**config.mk**
```make
export PLATFORM = sky130hd
export DESIGN_NAME = i2c_read_sequencer_flat
export DESIGN_NICKNAME = d
export VERILOG_FILES = /design/src/rtl/i2c_read_sequencer_if.sv /design/src/rtl/i2c_read_sequencer.sv /design/src/flat_wrapper.sv
export SDC_FILE = /design/constraint.sdc
export NUM_CORES = 1
export LEC_CHECK = 0
export BUFFER_PORTS_ARGS = -buffer_cell sky130_fd_sc_hd__buf_2
export CAP_MARGIN = 20
export CORE_MARGIN = 5
export CORE_UTILIZATION = 48
export DETAILED_ROUTE_END_ITERATION = 8
export PLACE_DENSITY = 0.81
export SLEW_MARGIN = 0
export SYNTH_ARGS = -nofsm -noshare
export SYNTH_HDL_FRONTEND = slang
export SYNTH_SLANG_ARGS = --single-unit
```
**constraint.sdc**
```tcl
create_clock -name clk -period 2.1 [get_ports clk]
set_input_delay 0.42 -clock clk [delete_from_list [all_inputs] [get_ports clk]]
set_output_delay 0.42 -clock clk [all_outputs]
set_load 0.01 [all_outputs]
```
**src/rtl/i2c_read_sequencer_if.sv**
```systemverilog
// Bundle between the read sequencer and its neighbours: the I2C master controls and
// responses, plus the user-facing request and result signals.
interface i2c_read_sequencer_if;
   logic       enable;
   logic       trig;
   logic       i2c_ack;
   logic       i2c_nack;
   logic       i2c_rdy;
   logic [7:0] i2c_out;
   logic [6:0] i2c_address;
   logic [7:0] i2c_register;
   logic       i2c_mode;
   logic       i2c_en;
   logic       i2c_start;
   logic       i2c_repeat_start;
   logic       i2c_stop;
   logic [7:0] data_out;
   logic       data_valid;
   logic       err;
   logic       busy;

   modport master (
      input  enable, trig, i2c_ack, i2c_nack, i2c_rdy, i2c_out,
      output i2c_address, i2c_register, i2c_mode, i2c_en, i2c_start,
             i2c_repeat_start, i2c_stop, data_out, data_valid, err, busy
   );

   modport slave (
      output enable, trig, i2c_ack, i2c_nack, i2c_rdy, i2c_out,
      input  i2c_address, i2c_register, i2c_mode, i2c_en, i2c_start,
             i2c_repeat_start, i2c_stop, data_out, data_valid, err, busy
   );
endinterface

```
**src/rtl/i2c_read_sequencer.sv**
```systemverilog
// Drives an I2C master through S, ADDR+W, REG, Sr, ADDR+R, DATA, P for one register
// byte, periodically or on request, and reports NACK/timeout as a one-cycle error.
module i2c_read_sequencer #(
   parameter logic [6:0]  DEV_ADDR = 7'b1110000,
   parameter logic [7:0]  REG_ADDR = 8'b10110010,
   parameter logic [19:0] PERIOD   = 20'd100000,
   parameter logic [15:0] TIMEOUT  = 16'd4000,
   parameter logic [7:0]  STOP_CYC = 8'd20
) (
   input logic                  clk,
   input logic                  reset,
   i2c_read_sequencer_if.master bus
);

   typedef enum logic [2:0] {
      S_IDLE, S_ADDR_W, S_REG_W, S_RSTART, S_ADDR_R, S_READ, S_STOP
   } state_t;

   localparam logic [15:0] TMO_LAST  = TIMEOUT - 16'd1;
   localparam logic [15:0] STOP_LAST = {8'h00, STOP_CYC} - 16'd1;

   state_t      state_q, state_d;
   logic [19:0] per_q, per_d;
   logic [15:0] cnt_q, cnt_d;
   logic        pend_q, pend_d;
   logic [7:0]  data_q, data_d;
   logic        dv_q, dv_d;
   logic        err_q, err_d;
   logic        en_q, en_d;
   logic        start_q, start_d;
   logic        rs_q, rs_d;
   logic        stop_q, stop_d;
   logic        mode_q, mode_d;
   logic        busy_q, busy_d;
   logic        launch, per_hit, tmo;

   always_comb begin
      state_d = state_q;
      per_d   = per_q;
      pend_d  = pend_q;
      data_d  = data_q;
      dv_d    = 1'b0;
      err_d   = 1'b0;
      // Launch on the cycle the countdown would reach zero, giving PERIOD idle cycles.
      per_hit = (PERIOD != '0) && (per_q <= 20'd1);
      launch  = (state_q == S_IDLE) && bus.enable && (pend_q || bus.trig || per_hit);
      tmo     = (cnt_q == TMO_LAST);

      case (state_q)
         S_IDLE:   if (launch) state_d = S_ADDR_W;
         S_ADDR_W, S_REG_W, S_ADDR_R: begin
            if (bus.i2c_nack) begin
               err_d   = 1'b1;
               state_d = S_STOP;
            end else if (bus.i2c_ack) begin
               case (state_q)
                  S_ADDR_W: state_d = S_REG_W;
                  S_REG_W:  state_d = S_RSTART;
                  default:  state_d = S_READ;
               endcase
            end else if (tmo) begin
               err_d   = 1'b1;
               state_d = S_STOP;
            end
         end
         S_RSTART: state_d = S_ADDR_R;
         S_READ: begin
            if (bus.i2c_nack) begin
               err_d   = 1'b1;
               state_d = S_STOP;
            end else if (bus.i2c_rdy) begin
               data_d  = bus.i2c_out;
               dv_d    = 1'b1;
               state_d = S_STOP;
            end else if (tmo) begin
               err_d   = 1'b1;
               state_d = S_STOP;
            end
         end
         S_STOP:   if (cnt_q == STOP_LAST) state_d = S_IDLE;
         default:  state_d = S_IDLE;
      endcase

      // One counter serves both the wait-state timeout and the Stop hold time.
      if ((state_d != state_q) || (state_q == S_IDLE)) cnt_d = '0;
      else                                             cnt_d = cnt_q + 16'd1;

      if (launch)
         per_d = PERIOD;
      else if ((state_q == S_IDLE) && bus.enable && (per_q != '0))
         per_d = per_q - 20'd1;

      if (launch)                                 pend_d = 1'b0;
      else if ((state_q != S_IDLE) && bus.trig)   pend_d = 1'b1;

      en_d    = (state_d != S_IDLE);
      busy_d  = (state_d != S_IDLE);
      start_d = (state_d == S_ADDR_W);
      rs_d    = (state_d == S_RSTART) || (state_d == S_ADDR_R);
      stop_d  = (state_d == S_STOP);
      mode_d  = (state_d == S_RSTART) || (state_d == S_ADDR_R) || (state_d == S_READ);
   end

   always_ff @(posedge clk or negedge reset) begin
      if (!reset) begin
         state_q <= S_IDLE;
         per_q   <= PERIOD;
         cnt_q   <= '0;
         pend_q  <= 1'b0;
         data_q  <= '0;
         dv_q    <= 1'b0;
         err_q   <= 1'b0;
         en_q    <= 1'b0;
         start_q <= 1'b0;
         rs_q    <= 1'b0;
         stop_q  <= 1'b0;
         mode_q  <= 1'b0;
         busy_q  <= 1'b0;
      end else begin
         state_q <= state_d;
         per_q   <= per_d;
         cnt_q   <= cnt_d;
         pend_q  <= pend_d;
         data_q  <= data_d;
         dv_q    <= dv_d;
         err_q   <= err_d;
         en_q    <= en_d;
         start_q <= start_d;
         rs_q    <= rs_d;
         stop_q  <= stop_d;
         mode_q  <= mode_d;
         busy_q  <= busy_d;
      end
   end

   assign bus.i2c_address      = DEV_ADDR;
   assign bus.i2c_register     = REG_ADDR;
   assign bus.i2c_mode         = mode_q;
   assign bus.i2c_en           = en_q;
   assign bus.i2c_start        = start_q;
   assign bus.i2c_repeat_start = rs_q;
   assign bus.i2c_stop         = stop_q;
   assign bus.data_out         = data_q;
   assign bus.data_valid       = dv_q;
   assign bus.err              = err_q;
   assign bus.busy             = busy_q;

endmodule

```
**src/flat_wrapper.sv**
```systemverilog
// flat-port wrapper written by rule: the top's interface ports become plain ports
module i2c_read_sequencer_flat 
#(
   parameter logic [6:0]  DEV_ADDR = 7'b1110000,
   parameter logic [7:0]  REG_ADDR = 8'b10110010,
   parameter logic [19:0] PERIOD   = 20'd100000,
   parameter logic [15:0] TIMEOUT  = 16'd4000,
   parameter logic [7:0]  STOP_CYC = 8'd20
)
  (clk, reset, bus_enable, bus_trig, bus_i2c_ack, bus_i2c_nack, bus_i2c_rdy, bus_i2c_out, bus_i2c_address, bus_i2c_register, bus_i2c_mode, bus_i2c_en, bus_i2c_start, bus_i2c_repeat_start, bus_i2c_stop, bus_data_out, bus_data_valid, bus_err, bus_busy);
  i2c_read_sequencer_if bus_i ();
  input logic clk;
  input logic reset;
  input wire logic [$bits(bus_i.enable)-1:0] bus_enable;
  input wire logic [$bits(bus_i.trig)-1:0] bus_trig;
  input wire logic [$bits(bus_i.i2c_ack)-1:0] bus_i2c_ack;
  input wire logic [$bits(bus_i.i2c_nack)-1:0] bus_i2c_nack;
  input wire logic [$bits(bus_i.i2c_rdy)-1:0] bus_i2c_rdy;
  input wire logic [$bits(bus_i.i2c_out)-1:0] bus_i2c_out;
  output wire logic [$bits(bus_i.i2c_address)-1:0] bus_i2c_address;
  output wire logic [$bits(bus_i.i2c_register)-1:0] bus_i2c_register;
  output wire logic [$bits(bus_i.i2c_mode)-1:0] bus_i2c_mode;
  output wire logic [$bits(bus_i.i2c_en)-1:0] bus_i2c_en;
  output wire logic [$bits(bus_i.i2c_start)-1:0] bus_i2c_start;
  output wire logic [$bits(bus_i.i2c_repeat_start)-1:0] bus_i2c_repeat_start;
  output wire logic [$bits(bus_i.i2c_stop)-1:0] bus_i2c_stop;
  output wire logic [$bits(bus_i.data_out)-1:0] bus_data_out;
  output wire logic [$bits(bus_i.data_valid)-1:0] bus_data_valid;
  output wire logic [$bits(bus_i.err)-1:0] bus_err;
  output wire logic [$bits(bus_i.busy)-1:0] bus_busy;
  assign bus_i.enable = bus_enable;
  assign bus_i.trig = bus_trig;
  assign bus_i.i2c_ack = bus_i2c_ack;
  assign bus_i.i2c_nack = bus_i2c_nack;
  assign bus_i.i2c_rdy = bus_i2c_rdy;
  assign bus_i.i2c_out = bus_i2c_out;
  assign bus_i2c_address = bus_i.i2c_address;
  assign bus_i2c_register = bus_i.i2c_register;
  assign bus_i2c_mode = bus_i.i2c_mode;
  assign bus_i2c_en = bus_i.i2c_en;
  assign bus_i2c_start = bus_i.i2c_start;
  assign bus_i2c_repeat_start = bus_i.i2c_repeat_start;
  assign bus_i2c_stop = bus_i.i2c_stop;
  assign bus_data_out = bus_i.data_out;
  assign bus_data_valid = bus_i.data_valid;
  assign bus_err = bus_i.err;
  assign bus_busy = bus_i.busy;
  i2c_read_sequencer #(.DEV_ADDR(DEV_ADDR), .REG_ADDR(REG_ADDR), .PERIOD(PERIOD), .TIMEOUT(TIMEOUT), .STOP_CYC(STOP_CYC)) u_core (.clk(clk), .reset(reset), .bus(bus_i));
endmodule
```
==> flow_metrics.py <==
metrics = {
    "run_status": {
        "run_status": "finished, violations left",
        "violations": "setup timing",
    },
    "clock_network": {
        "clockRootBuffer": "clkbuf_8",
        "clock_latency_ns": 0.31,
        "numCtsBuffers": 5,
        "path_clk_slew_ns": 0.10,
        "cts_tree": "built",
        "cts_buffer_depth": 2,
        "htree_levels": 2,
        "cts.sinks": 55,
    },
    "route": {
        "first_pass_iters": 4,
        "routed_via_density": 5.56,
        "drc": 0,
        "postRouteWirelength_um": 7490,
        "vias": 2546,
        "ant_nets": 0,
        "wl_per_cell_um": 16.4,
        "drt-initial-drc-count": 117,
    },
    "layout": {
        "drive_above_1_share_pct": 38.1,
        "syn2layout_area_growth_pct": 24.4,
        "finalNonFillerCells": 458,
        "diodes": 0,
        "fin_nets": 399,
        "utilization_pct": 61.0,
    },
    "worst_setup_path": {
        "rr_worst_depth": 7,
        "critPathMaxStageDelay_ns": 0.50,
        "rrSetupSlack_ns": -0.09,
        "critPathLaunchType": "flop",
        "cp.arrival_ns": 2.44,
        "crit_required_ns": 2.34,
        "end_kind": "flop",
        "cp-startpoint": "u_core.cnt_q[0]",
        "r2r-start": "u_core.cnt_q[0]",
        "worst_path_dominant_cell_family": "simple AND/OR/NAND/NOR gates",
        "worstPathMaxFanout": 5,
        "cp_num_buf_inv": 1,
        "reg2reg_to": "u_core.bus.i2c_repeat_start",
        "crit_chain": "ha_4, or4b_4, o41ai_4, buf_4, o221ai_4, or2_0, o21ai_1",
        "cp_slowest_cell": "or4b_4",
        "worstSetupPathType": "flop to flop",
    },
    "die": {
        "boundaryPins": 46,
        "core_area_sq_um": 6350,
        "die-area_sq_um": 8200,
        "start_util_pct": 49.1,
        "dieWidth_um": 90.6,
        "row_count": 29,
        "die_h_um": 90.6,
    },
    "placement": {
        "port_buffers": 30,
        "place.gp.congestion": 0.847,
        "dp_slack_ns": -0.126,
        "place_hpwl_um": 4920,
        "placed_cells": 438,
    },
    "logic_synthesis": {
        "synth_cell_types": 64,
        "synth-main-ff-cell": "dfrtp_1",
        "synth_seq_cells": 55,
        "ys_async_sr_fraction_pct": 100,
        "synth_common_cells": "49 x dfrtp_1, 43 x nor2_1, 19 x nand2_1",
        "netlist_instances": 307,
        "synth_edf_count": 0,
        "yosysWarnings": 0,
        "synth_top_cell_area_share_pct": 39.4,
        "synth_area_sq_um": 3120,
        "ys_top_cells_by_area": "dfrtp_1 39%, nor2_1 5.2%, dfstp_2 5.1%",
        "synth.most_common_cell": "dfrtp_1",
        "synth_top_cell_by_area": "dfrtp_1",
        "synth.avg_cell_area_sq_um": 10.1,
        "ys_seq_area_share_pct": 44.4,
    },
    "grt": {
        "grt_start_max_net_pins": 56,
        "grtUsageTotal_pct": 16.8,
        "grt_pass1_wl_um": 11600,
        "grt_pass1_vias": 2498,
        "antenna_found_initial": 0,
        "grt_overflow_total": 0,
    },
    "pwr": {
        "p_per_area_nw_per_um2": 1120,
        "leakage_nw": 1.70,
        "ir_drop_mv": 0.872,
        "power_w": 0.00433,
    },
    "sta": {
        "relSlewSlack_pct": 52.9,
        "post-route-min-period_ns": 2.19,
        "min_period_over_period_pct": 104,
        "max_slew.worst_pin.slew_ns": 0.707,
        "fmaxAchievable_ghz": 0.456,
        "setup_viol": 22,
        "setup_tns_ns": -0.751,
        "timing.final.hold_violations": 0,
        "fin_ws_ns": -0.0935,
        "slew_viol_final": 0,
        "rsz0062_at_grt": "true",
        "fin_worst_skew_ns": 0.00620,
    },
    "worst_hold_path": {
        "hold_path.class": "primary input to async pin",
    },
    "job": {
        "maxCapViolations": 0,
    },
}
registers in the layout, indices dropped and copies added, names as in the netlist, 3 cells and up:
name,count
u_core.cnt_q,16
u_core.per_q,20
u_core.bus.data_out,8
u_core.state_q,3
worst max path at each step:
| stage | to | slack (ns) | depth (start not counted) |
|---|---|---|---|
| after global placement | u_core.bus.i2c_mode | -0.05 | 6 |
| after detailed placement | u_core.cnt_q[4] | -0.13 | 6 |
| after global routing | u_core.bus.i2c_repeat_start | -0.15 | 7 |
| after floorplan | u_core.per_q[14] | 0.01 | 6 |
| final | u_core.bus.i2c_repeat_start | -0.09 | 7 |
| after CTS | u_core.cnt_q[4] | -0.01 | 7 |
routing by layer:
| layer | part of all wire, % | global-route usage, % | vias to the layer above |
|---|---|---|---|
| met5 | 0 | 0 | - |
| met4 | 2.5 | 5.21 | 0 |
| met3 | 4.0 | 3.17 | 22 |
| met2 | 52 | 28.6 | 66 |
| met1 | 41 | 21.6 | 1269 |
| li1 | - | - | 1189 |
through the flow:
step,instance area (sq um),hold WS [ns]
after floorplan,3200,0.124
after global placement,3550,0.484
after detailed placement,3550,0.490
after CTS,3700,0.249
after global routing,3870,0.291
final,3870,0.209
placed cells by master (no fill, tap or decap), types with 4 or more instances in the layout:
| cell type | n |
|---|---|
| nand3_1 | 8 |
| a21oi_2 | 4 |
| buf_2 | 31 |
| dfrtp_1 | 49 |
| nor4_2 | 5 |
| conb_1 | 15 |
| xor2_1 | 13 |
| mux2_2 | 8 |
| nor3_1 | 4 |
| buf_4 | 46 |
| nand4_1 | 7 |
| nand2_1 | 19 |
| dfstp_2 | 6 |
| or3_1 | 5 |
| clkbuf_8 | 5 |
| xnor2_1 | 18 |
| o21ai_0 | 9 |
| nor2_1 | 40 |
| inv_1 | 9 |
report_power, final:
part	switching, W	internal [W]
registers	0.000237	0.00139
clock network	0.000353	0.000234
logic	0.00114	0.000978
total	0.00173	0.00260
area by class of cell:
type / count / area [sq um]
fill: 493 / 2470
multi-input combinational: 230 / 1740
sequential: 55 / 1380
timing repair buffer: 79 / 532
tap: 77 / 96.3
clock buffer: 6 / 72.6
inverter: 9 / 33.8
clock inverter: 2 / 12.5
logic make-up (layout without fill, tap and decap cells):
group / after synthesis / in the layout / share of synthesized area [%]
and+or+nand+nor: 130 / 130 / 23.8
adders and majority gates: 4 / 4 / 1.61
muxes: 8 / 8 / 2.89
other: 2 / 15 / 0.241
AOI/OAI and AO/OA: 42 / 42 / 11.7
DFF: 55 / 55 / 44.4
xor gates and xnor gates: 31 / 31 / 8.71
buffers and inverters: 35 / 96 / 6.67
what timing repair did:
item,CTS,global route
pin swaps,2,19
hold buffers,0,0
setup endpoints to repair,22,39
cloned,0,1
buffers inserted,4,9
gates resized for setup,4,26
Power figures use the tool's default switching activity.
